## src/rtl/alu_arbiter.sv

```systemverilog
// alu_arbiter: shares one external combinational ALU between two requesters.
// Each operation walks IDLE -> EXEC -> RESP. The winning request's operands
// and op code are latched on accept and driven to the ALU during EXEC. The
// result is captured into a response register that holds until the owning
// requester accepts it.
// Build option: define ALU_ARB_ROUND_ROBIN_EN for round-robin arbitration.
// Without it, requester 0 always wins ties and no priority pointer exists.
module alu_arbiter #(
    parameter int DATA_W = 32,
    parameter int FUNC_W = 5
) (
    input  logic                  clk,
    input  logic                  reset,
    input  logic [1:0]            req_valid,
    output logic [1:0]            req_ready,
    input  logic [2*DATA_W-1:0]   req_srca,
    input  logic [2*DATA_W-1:0]   req_srcb,
    input  logic [2*FUNC_W-1:0]   req_func,
    output logic [1:0]            resp_valid,
    input  logic [1:0]            resp_ready,
    output logic [DATA_W-1:0]     resp_result,
    output logic                  resp_err,
    output logic [DATA_W-1:0]     alu_srca,
    output logic [DATA_W-1:0]     alu_srcb,
    output logic [FUNC_W-1:0]     alufunc,
    input  logic [DATA_W-1:0]     alu_result,
    output logic                  busy
);

    typedef enum logic [1:0] {
        ST_IDLE = 2'd0,
        ST_EXEC = 2'd1,
        ST_RESP = 2'd2
    } state_t;

    // Op codes 1..5 are the only ones the shared ALU implements.
    function automatic logic func_is_legal(input logic [FUNC_W-1:0] f);
        return (f >= FUNC_W'(1)) && (f <= FUNC_W'(5));
    endfunction

    state_t              r_state;
    state_t              w_state_nxt;

    logic [1:0]          w_grant;
    logic                w_winner;
    logic                w_accept;
    logic                w_resp_hs;

    logic [DATA_W-1:0]   w_sel_srca;
    logic [DATA_W-1:0]   w_sel_srcb;
    logic [FUNC_W-1:0]   w_sel_func;

    logic                r_id;
    logic [DATA_W-1:0]   r_alu_srca;
    logic [DATA_W-1:0]   r_alu_srcb;
    logic [FUNC_W-1:0]   r_alufunc;
    logic [1:0]          r_resp_valid;
    logic [DATA_W-1:0]   r_resp_result;
    logic                r_resp_err;

`ifdef ALU_ARB_ROUND_ROBIN_EN
    logic                r_ptr;
`endif

    // Arbitration: pick a winner among the valid requesters, only while idle.
    always_comb begin
        w_grant  = 2'b00;
        w_winner = 1'b0;
        if (r_state == ST_IDLE) begin
            case (req_valid)
                2'b01: begin
                    w_grant  = 2'b01;
                    w_winner = 1'b0;
                end
                2'b10: begin
                    w_grant  = 2'b10;
                    w_winner = 1'b1;
                end
                2'b11: begin
`ifdef ALU_ARB_ROUND_ROBIN_EN
                    w_winner = r_ptr;
                    w_grant  = r_ptr ? 2'b10 : 2'b01;
`else
                    w_winner = 1'b0;
                    w_grant  = 2'b01;
`endif
                end
                default: begin
                    w_grant  = 2'b00;
                    w_winner = 1'b0;
                end
            endcase
        end else begin
            w_grant  = 2'b00;
            w_winner = 1'b0;
        end
    end

    // A grant is only ever raised on a valid requester, so any grant is an accept.
    assign w_accept  = |w_grant;
    // Only the owner's resp_ready bit can complete the handshake.
    assign w_resp_hs = |(r_resp_valid & resp_ready);

    // Select the winning lane's operands and op code.
    always_comb begin
        w_sel_srca = '0;
        w_sel_srcb = '0;
        w_sel_func = '0;
        if (w_winner) begin
            w_sel_srca = req_srca[DATA_W +: DATA_W];
            w_sel_srcb = req_srcb[DATA_W +: DATA_W];
            w_sel_func = req_func[FUNC_W +: FUNC_W];
        end else begin
            w_sel_srca = req_srca[0 +: DATA_W];
            w_sel_srcb = req_srcb[0 +: DATA_W];
            w_sel_func = req_func[0 +: FUNC_W];
        end
    end

    // Next-state logic for the operation sequencer.
    always_comb begin
        w_state_nxt = r_state;
        case (r_state)
            ST_IDLE: begin
                if (w_accept) begin
                    w_state_nxt = ST_EXEC;
                end else begin
                    w_state_nxt = ST_IDLE;
                end
            end
            ST_EXEC: begin
                w_state_nxt = ST_RESP;
            end
            ST_RESP: begin
                if (w_resp_hs) begin
                    w_state_nxt = ST_IDLE;
                end else begin
                    w_state_nxt = ST_RESP;
                end
            end
            default: begin
                w_state_nxt = ST_IDLE;
            end
        endcase
    end

    // State register with synchronous active-low reset.
    always_ff @(posedge clk) begin
        if (!reset) begin
            r_state <= ST_IDLE;
        end else begin
            r_state <= w_state_nxt;
        end
    end

    // Operand latch, ALU drive and response capture. A reset here drops any
    // in-flight op without ever raising resp_valid.
    always_ff @(posedge clk) begin
        if (!reset) begin
            r_id          <= 1'b0;
            r_alu_srca    <= '0;
            r_alu_srcb    <= '0;
            r_alufunc     <= '0;
            r_resp_valid  <= 2'b00;
            r_resp_result <= '0;
            r_resp_err    <= 1'b0;
        end else begin
            case (r_state)
                ST_IDLE: begin
                    if (w_accept) begin
                        r_id       <= w_winner;
                        r_alu_srca <= w_sel_srca;
                        r_alu_srcb <= w_sel_srcb;
                        r_alufunc  <= w_sel_func;
                    end else begin
                        r_alu_srca <= '0;
                        r_alu_srcb <= '0;
                        r_alufunc  <= '0;
                    end
                    r_resp_valid <= 2'b00;
                end
                ST_EXEC: begin
                    // ALU inputs return to zero as the op leaves EXEC.
                    r_alu_srca <= '0;
                    r_alu_srcb <= '0;
                    r_alufunc  <= '0;
                    if (func_is_legal(r_alufunc)) begin
                        r_resp_result <= alu_result;
                        r_resp_err    <= 1'b0;
                    end else begin
                        r_resp_result <= '0;
                        r_resp_err    <= 1'b1;
                    end
                    r_resp_valid <= r_id ? 2'b10 : 2'b01;
                end
                ST_RESP: begin
                    if (w_resp_hs) begin
                        r_resp_valid <= 2'b00;
                    end else begin
                        r_resp_valid <= r_resp_valid;
                    end
                end
                default: begin
                    r_alu_srca   <= '0;
                    r_alu_srcb   <= '0;
                    r_alufunc    <= '0;
                    r_resp_valid <= 2'b00;
                end
            endcase
        end
    end

`ifdef ALU_ARB_ROUND_ROBIN_EN
    // Priority pointer: after serving requester i, prefer the other one.
    always_ff @(posedge clk) begin
        if (!reset) begin
            r_ptr <= 1'b0;
        end else if (w_accept) begin
            r_ptr <= ~w_winner;
        end else begin
            r_ptr <= r_ptr;
        end
    end
`endif

    assign req_ready   = w_grant;
    assign resp_valid  = r_resp_valid;
    assign resp_result = r_resp_result;
    assign resp_err    = r_resp_err;
    assign alu_srca    = r_alu_srca;
    assign alu_srcb    = r_alu_srcb;
    assign alufunc     = r_alufunc;
    assign busy        = (r_state != ST_IDLE);

endmodule
```

## config.mk

```make
export PLATFORM = sky130hd
export DESIGN_NAME = alu_arbiter
export DESIGN_NICKNAME = d
export VERILOG_FILES = /design/src/rtl/alu_arbiter.sv
export SDC_FILE = /design/constraint.sdc
export NUM_CORES = 1
export LEC_CHECK = 0
export ABC_AREA = 0
export CAP_MARGIN = 5
export CORE_ASPECT_RATIO = 0.5
export CORE_MARGIN = 3
export CORE_UTILIZATION = 37
export DETAILED_ROUTE_END_ITERATION = 8
export GPL_TIMING_DRIVEN = 0
export PLACE_DENSITY = 0.85
export SLEW_MARGIN = 20
export SYNTH_ARGS = -nofsm -noshare
export SYNTH_HDL_FRONTEND = slang
export SYNTH_SLANG_ARGS = --single-unit
export TNS_END_PERCENT = 20
```

## constraint.sdc

```tcl
create_clock -name clk -period 4.25 [get_ports clk]
set_clock_uncertainty 0.2 [all_clocks]
set_input_delay 0.425 -clock clk [delete_from_list [all_inputs] [get_ports clk]]
set_output_delay 0.425 -clock clk [all_outputs]
set_load 0.01 [all_outputs]
```

==> out/qor.log, run 1 <==
qor: run_status.run_status finished, final reports clean
qor: global_route.grt_remaining_overflow 0
qor: routing.routed_wire_length_per_instance 20.0 um
qor: clock_network.cts.reportedPaths.clkPinSlew 0.06 ns
qor: timing.final.hold.worst_slack 0.261 ns
qor: routing.drtPass1Iterations 4
qor: clock_network.cts_tree built
qor: logic_synthesis.synth_sequential_area_ratio 54.6%
qor: final_layout.antennaDiodeCount 0
qor: timing.tightest_slew 0.626 ns
qor: clock_network.post_cts.resized_instances 0
qor: clock_network.clock_sink_count 107
qor: final_layout.fillCellCount 726
qor: timing.setup_tns 0 ns
qor: logic_synthesis.syn_avg_cell_area 11.3 um^2
qor: clock_network.total_cts_buffers 9
qor: floorplanning.num_rows 25
qor: routing.vias_per_cell 5.33
qor: setup_path.worst_ep_arrival_time 1.95 ns
qor: min_path.hold_path.class flop to flop
qor: timing.finalWorstPathRequiredPeriod 2.57 ns
qor: routing.dr_total_vias 4141
qor: clock_network.clk_latency_worst_skew_pair 0.34 ns
qor: logic_synthesis.syn_nets 522
qor: clock_network.cts_hold_buffers 0
qor: timing.grt_setup_unrepaired no
qor: floorplanning.floorplan.initialDensity 39.8%
qor: timing.final-hold-violation-count 0
qor: logic_synthesis.netlist_area 3920 um^2
qor: floorplanning.die_width 152 um
qor: power.static-leakage-power 2.55 nW
qor: timing.worst_slew_margin_rel 58.2%
qor: placement.portBuffers 281
qor: setup_path.crit_path_start_kind primary input
qor: clock_network.cts.root.buffer_cell clkbuf_16
qor: logic_synthesis.synth_enable_flop_cells 0
qor: global_route.number_of_antenna_violations_at_the_first_check_in_global_routing 0
qor: global_route.grt_pass1_wl 23.6 mm
qor: logic_synthesis.asyncSetResetFlopFracSynth 0%
qor: timing.clock.fmax 389 MHz
qor: final_layout.post_layout_nets 814
qor: global_route.via_count_of_the_first_global_routing_pass 4195
qor: floorplanning.die-area 11900 um^2
qor: routing.drc_errors 0
qor: clock_network.cts_h_tree_depth 3
qor: logic_synthesis.main_synth_ff_type dfxtp_1
qor: setup_path.critPathRequiredTime 3.62 ns
qor: logic_synthesis.synthDistinctLibCells 26
qor: power.power.ir.vdd_worst 0.000218 V
qor: placement.place.detailed.hpwl 12.4 mm
qor: floorplanning.ios 283
qor: timing.finalSetupViolCount 0
qor: setup_path.worstPathMaxFanout 10
qor: floorplanning.floorplan.die.height 78.8 um
qor: setup_path.critPathKind primary input to output pin
qor: logic_synthesis.netlist_instances 346
qor: final_layout.layout.cells.most_common_list 281 x clkdlybuf4s50_1, 107 x dfxtp_1, 69 x a22oi_1, 69 x o2bb2ai_1, 32 x a22o_1
qor: logic_synthesis.yosysWarningCount 0
qor: timing.period_share 60.6%
qor: routing.drt_iter0_markers 181
qor: final_layout.proportion_of_layout_cells_with_a_drive_suffix_above_1 4.05%
qor: final_layout.layout-area-overhead-vs-synth 83.8%
qor: clock_network.ctsLongestPathBuffers 2
qor: placement.place_congestion 0.931
qor: routing.detail-route-antenna-nets 0
qor: setup_path.critical_path.endpoint_type output pin
qor: global_route.largest_net_degree_at_the_start_of_global_routing 17
qor: power.pwr_density_cell 343 nW/um^2
qor: final_layout.mostFrequentLayoutCell clkdlybuf4s50_1
qor: global_route.track_usage 25.7%
qor: floorplanning.coreArea 9850 um^2
qor: flow_run.drv_cap 0
qor: timing.slew_violations 0
qor: clock_network.cts.repair_timing.setup_buffer_count 0
qor: logic_synthesis.ys_seq_elements 107
qor: routing.totalWireLength 15.6 mm
layer usage:
layer	GRT usage, %	part of all wire [%]
met1	31.1	40
met2	45.9	52
met3	6.27	6.1
met4	6.72	1.5
met5	0	0
synthesized netlist by cell type, types with 2 or more instances:
cell type / n / share of area (%)
nor2_1: 5 / 0.48
nand4b_1: 2 / 0.45
nand2_1: 5 / 0.48
clkbuf_1: 30 / 2.9
buf_2: 2 / 0.26
a21oi_1: 4 / 0.51
buf_6: 3 / 0.86
inv_1: 2 / 0.19
o2bb2ai_1: 69 / 15
a22o_1: 32 / 7.1
dfxtp_1: 107 / 55
a22oi_1: 69 / 13
nor3_1: 2 / 0.26
and2_1: 2 / 0.32
cell type report:
type | instances | area [um^2] | share of cell area (%)
clock buffer | 11 | 253 | 3.51
inverter | 2 | 7.51 | 0.104
buffer | 37 | 169 | 2.34
sequential | 107 | 2140 | 29.7
tap | 135 | 169 | 2.34
multi-input combinational | 200 | 1600 | 22.2
timing repair buffer | 281 | 2810 | 39.0
clock inverter | 4 | 50.0 | 0.695
metrics by stage:
stage	instances	area (um^2)	util [%]	worst slack, ns	total power (W)
after floorplan	346	3920	-	2.45	0.00130
after detailed placement	762	6900	70.0	1.65	0.00165
final	777	7200	73.1	1.68	0.00247
after CTS	777	7200	73.1	1.67	0.00249
after global routing	777	7200	73.1	1.57	0.00257
after global placement	762	6900	70.0	1.68	0.00164
worst max-delay path, cell delays in order:
cell and delay (ns):
clkbuf_1 0.43, clkbuf_1 0.48, nor2_1 0.10, clkdlybuf4s50_1 0.51
power by group:
| part | internal, W | switching, W | leakage [nW] |
|---|---|---|---|
| logic | 0.000311 | 0.000212 | 1.53 |
| clock network | 0.000485 | 0.000359 | 0.144 |
| registers | 0.00107 | 0.0000389 | 0.874 |
registers in the layout, summed over array words and instances (netlist names):
name	flops
alu_srca	32
alu_srcb	32
alufunc	5
r_id	1
r_state	2
resp_err	1
resp_result	32
resp_valid	2
kinds of logic (layout without fill, tap and decap cells):
kind of cell | count (synthesis) | after routing | share of synthesized area [%]
AND/OR/NAND/NOR | 23 | 23 | 3.38
AO/OA/AOI/OAI | 177 | 177 | 37.5
flip-flops | 107 | 107 | 54.6
buffers and inverters | 39 | 335 | 4.50
final timing paths:
path	from	end	slack, ns	cells after the start
max	req_valid[0]	req_ready[1]	1.68	4
min	alu_srca[2]	alu_srca[2]	0.26	1
max reg2reg	r_state[1]	alufunc[0]	2.25	6
min reg2reg	alu_srca[2]	alu_srca[2]	0.26	1
Note: power is estimated with default switching activity, not from simulation.
==> run 2, diff against run 1 <==
Settings changed: CORE_UTILIZATION 37 to 35, PLACE_DENSITY 0.85 to 0.81.
Clock period 4.25 ns to 2.4 ns, I/O delays scaled along.
==> run 2 against run 1 <==
Against the previous run: global-route usage down 2.3 points; design area fell by 0.31%; combinational power grew 77%; sequential cell count stayed put; sequential power grew 77%; critical endpoint unchanged; highest routed layer unchanged.
==> out/qor.log, run 2 (synthesis results as in run 1) <==
qor: power.p_sw_share 25.2% [was 24.7%]
qor: placement.place.detailed.hpwl 12.2 mm [was 12.4 mm]
qor: setup_path.ff2ff_setup_slack 0.43 ns [was 2.25 ns]
qor: timing.grt_setup_unrepaired no [unchanged]
qor: clock_network.ctsLongestPathBuffers 2 [unchanged]
qor: setup_path.worstPathCellList clkbuf_1, clkbuf_1, nor2_1, clkdlybuf4s50_1 [unchanged]
qor: routing.totalWireLength 15.6 mm [about the same]
qor: setup_path.crit_buf_inv 3 [unchanged]
qor: setup_path.critical_path.top_delay_family buffers and inverters [unchanged]
qor: routing.routed_wire_length_per_instance 20.0 um [about the same]
qor: clock_network.post_cts.resized_instances 0 [unchanged]
qor: clock_network.cts.root.buffer_cell clkbuf_16 [unchanged]
qor: setup_path.critPathRequiredTime 1.96 ns [was 3.62 ns]
qor: power.power.internal 0.00320 W [was 0.00186 W]
qor: floorplanning.coreArea 10500 um^2 [was 9850 um^2]
qor: timing.clock.fmax 459 MHz
qor: global_route.grt_pass1_wl 22.8 mm [was 23.6 mm]
qor: power.clock_power_share 32.6% [was 34.1%]
qor: floorplanning.floorplan.die.height 80.8 um [was 78.8 um]
qor: global_route.track_usage 23.3% [was 25.7%]
qor: routing.detail-route-antenna-nets 0 [unchanged]
qor: final_layout.proportion_of_layout_cells_with_a_drive_suffix_above_1 3.73% [was 4.05%]
qor: final_layout.post_layout_nets 814 [unchanged]
qor: placement.portBuffers 281 [unchanged]
qor: timing.period_share 90.8%
qor: power.comb_power_share 21.6% [was 21.1%]
qor: power.seq_power_share 45.8% [was 44.7%]
qor: floorplanning.die-area 12600 um^2 [was 11900 um^2]
qor: power.static-leakage-power 2.54 nW [was 2.55 nW]
qor: clock_network.cts_h_tree_depth 3 [unchanged]
qor: routing.drc_errors 0 [unchanged]
qor: power.power.ir.vdd_worst 0.000335 V [was 0.000218 V]
qor: global_route.number_of_antenna_violations_at_the_first_check_in_global_routing 0 [unchanged]
qor: routing.dr_total_vias 4095 [was 4141]
qor: timing.finalSetupViolCount 0 [unchanged]
qor: setup_path.r2r_start alufunc[4] [was r_state[1]]
qor: floorplanning.ios 283 [unchanged]
qor: routing.vias_per_cell 5.23 [was 5.33]
qor: clock_network.cts.reportedPaths.clkPinSlew 0.07 ns [was 0.06 ns]
qor: timing.slew_violations 0 [unchanged]
qor: clock_network.cts_hold_buffers 0 [unchanged]
qor: clock_network.cts.repair_timing.setup_buffer_count 0 [unchanged]
qor: clock_network.clock_sink_count 107 [unchanged]
qor: timing.worst_slew_margin_rel 58.3% [was 58.2%]
qor: setup_path.path_depth_of_the_worst_reg2reg_path 4 [was 6]
qor: global_route.largest_net_degree_at_the_start_of_global_routing 16 [was 17]
qor: global_route.via_count_of_the_first_global_routing_pass 4024 [was 4195]
qor: placement.placedInstanceArea 6910 um^2 [was 6900 um^2]
qor: setup_path.timing.critical_path.slowest_stage_cell clkdlybuf4s50_1 [unchanged]
qor: setup_path.critical_path.endpoint_type output pin [unchanged]
qor: final_layout.layout.cells.most_common_list 281 x clkdlybuf4s50_1, 107 x dfxtp_1, 69 x a22oi_1, 69 x o2bb2ai_1, 33 x clkbuf_1 [was 281 x clkdlybuf4s50_1, 107 x dfxtp_1, 69 x a22oi_1, 69 x o2bb2ai_1, 32 x a22o_1]
qor: setup_path.worst_r2r_endpoint resp_result[3] [was alufunc[0]]
qor: clock_network.total_cts_buffers 9 [unchanged]
qor: placement.place_congestion 0.898 [was 0.931]
qor: timing.finalWorstPathRequiredPeriod 2.18 ns
qor: setup_path.critPathKind primary input to output pin [unchanged]
qor: timing.final-hold-violation-count 0 [unchanged]
qor: run_status.run_status finished, final reports clean [unchanged]
qor: setup_path.worstPathMaxFanout 10 [unchanged]
qor: floorplanning.num_rows 26 [was 25]
qor: timing.setup_tns 0 ns [unchanged]
qor: floorplanning.floorplan.initialDensity 37.2% [was 39.8%]
qor: flow_run.drv_cap 0 [unchanged]
qor: min_path.holdCritStartpoint alu_srcb[29] [was alu_srca[2]]
qor: routing.drt_iter0_markers 238 [was 181]
qor: final_layout.mostFrequentLayoutCell clkdlybuf4s50_1 [unchanged]
qor: clock_network.clk_latency_worst_skew_pair 0.34 ns [about the same]
qor: timing.tightest_slew 0.625 ns [was 0.626 ns]
qor: routing.drtPass1Iterations 4 [unchanged]
qor: power.pwr_density_cell 595 nW/um^2 [was 343 nW/um^2]
qor: min_path.hold_path.class flop to flop [unchanged]
qor: setup_path.cp_common_cell clkbuf_1 [unchanged]
qor: global_route.grt_remaining_overflow 0 [unchanged]
qor: floorplanning.die_width 156 um [was 152 um]
qor: clock_network.cts_tree built [unchanged]
qor: setup_path.crit_path_start_kind primary input [unchanged]
qor: final_layout.antennaDiodeCount 0 [unchanged]
qor: final_layout.layout-area-overhead-vs-synth 83.2% [was 83.8%]
qor: final_layout.fin_area 7180 um^2 [was 7200 um^2]
qor: min_path.timing.hold.worst_path_depth 1 [unchanged]
qor: setup_path.crit_path_max_incr_delay 0.50 ns [was 0.51 ns]
qor: setup_path.worst_ep_arrival_time 1.74 ns [was 1.95 ns]
qor: min_path.worst_hold_path.endpoint alu_srcb[29] [was alu_srca[2]]
qor: power.p_sw 0.00108 W [was 0.000610 W]
## run 2: worst reg2reg max path, delay by kind of cell, from the launching register on
kind | cells | cell delay [ns]
flops | 1 | 0.35
buf+inv | 1 | 0.22
compound gates | 2 | 0.58
simple gates | 1 | 0.56
## run 2: area by class of cell
cell class                      instances  area [um^2]
Fill cell                             870         3360
Timing Repair Buffer                  281         2810
Sequential cell                       107         2140
Multi-Input combinational cell        200         1600
Clock buffer                           14          264
Tap cell                              140          175
Buffer                                 37          169
Clock inverter                          2         10.0
Inverter                                2         7.51
## run 2: per-stage QoR
step	util [%]	std cells	hold WS (ns)	total power (W)	setup slack [ns]
global placement	65.5	767	0.245	0.00290	0.0788
global route	68.1	783	0.274	0.00443	0.0897
CTS	68.1	783	0.265	0.00429	0.224
finish	68.1	783	0.260	0.00427	0.221
detailed placement	65.5	767	0.246	0.00291	0.0473
floorplan	-	346	0.161	0.00230	0.602
## run 2: power by group through the flow
stage                     Clock, W  Combinational (W)  Sequential [W]
after floorplan                  0           0.000258         0.00204
after global placement           0           0.000908         0.00199
after detailed placement         0           0.000919         0.00200
after CTS                  0.00141           0.000927         0.00196
after global routing       0.00147           0.000983         0.00197
final                      0.00139           0.000923         0.00196
## run 2: worst max path at each step
stage / startpoint / to / slack [ns] / cells after the start
after floorplan: alufunc[4] / resp_result[10] / 0.60 / 4
after global placement: req_valid[1] / alufunc[3] / 0.08 / 7
after detailed placement: req_valid[1] / alufunc[1] / 0.05 / 7
after CTS: req_valid[0] / req_ready[1] / 0.22 / 4
after global routing: req_valid[0] / req_ready[1] / 0.09 / 4
final: req_valid[0] / req_ready[1] / 0.22 / 4
## run 2: layer usage
| metal | vias to the layer above | track usage (%) | wire length [um] |
|---|---|---|---|
| met2 | 118 | 41.7 | 8060 |
| met1 | 1990 | 29.6 | 6630 |
| met3 | 21 | 4.52 | 710 |
| met4 | 0 | 5.41 | 239 |
| met5 | - | 0 | 0 |
| li1 | 1966 | - | - |
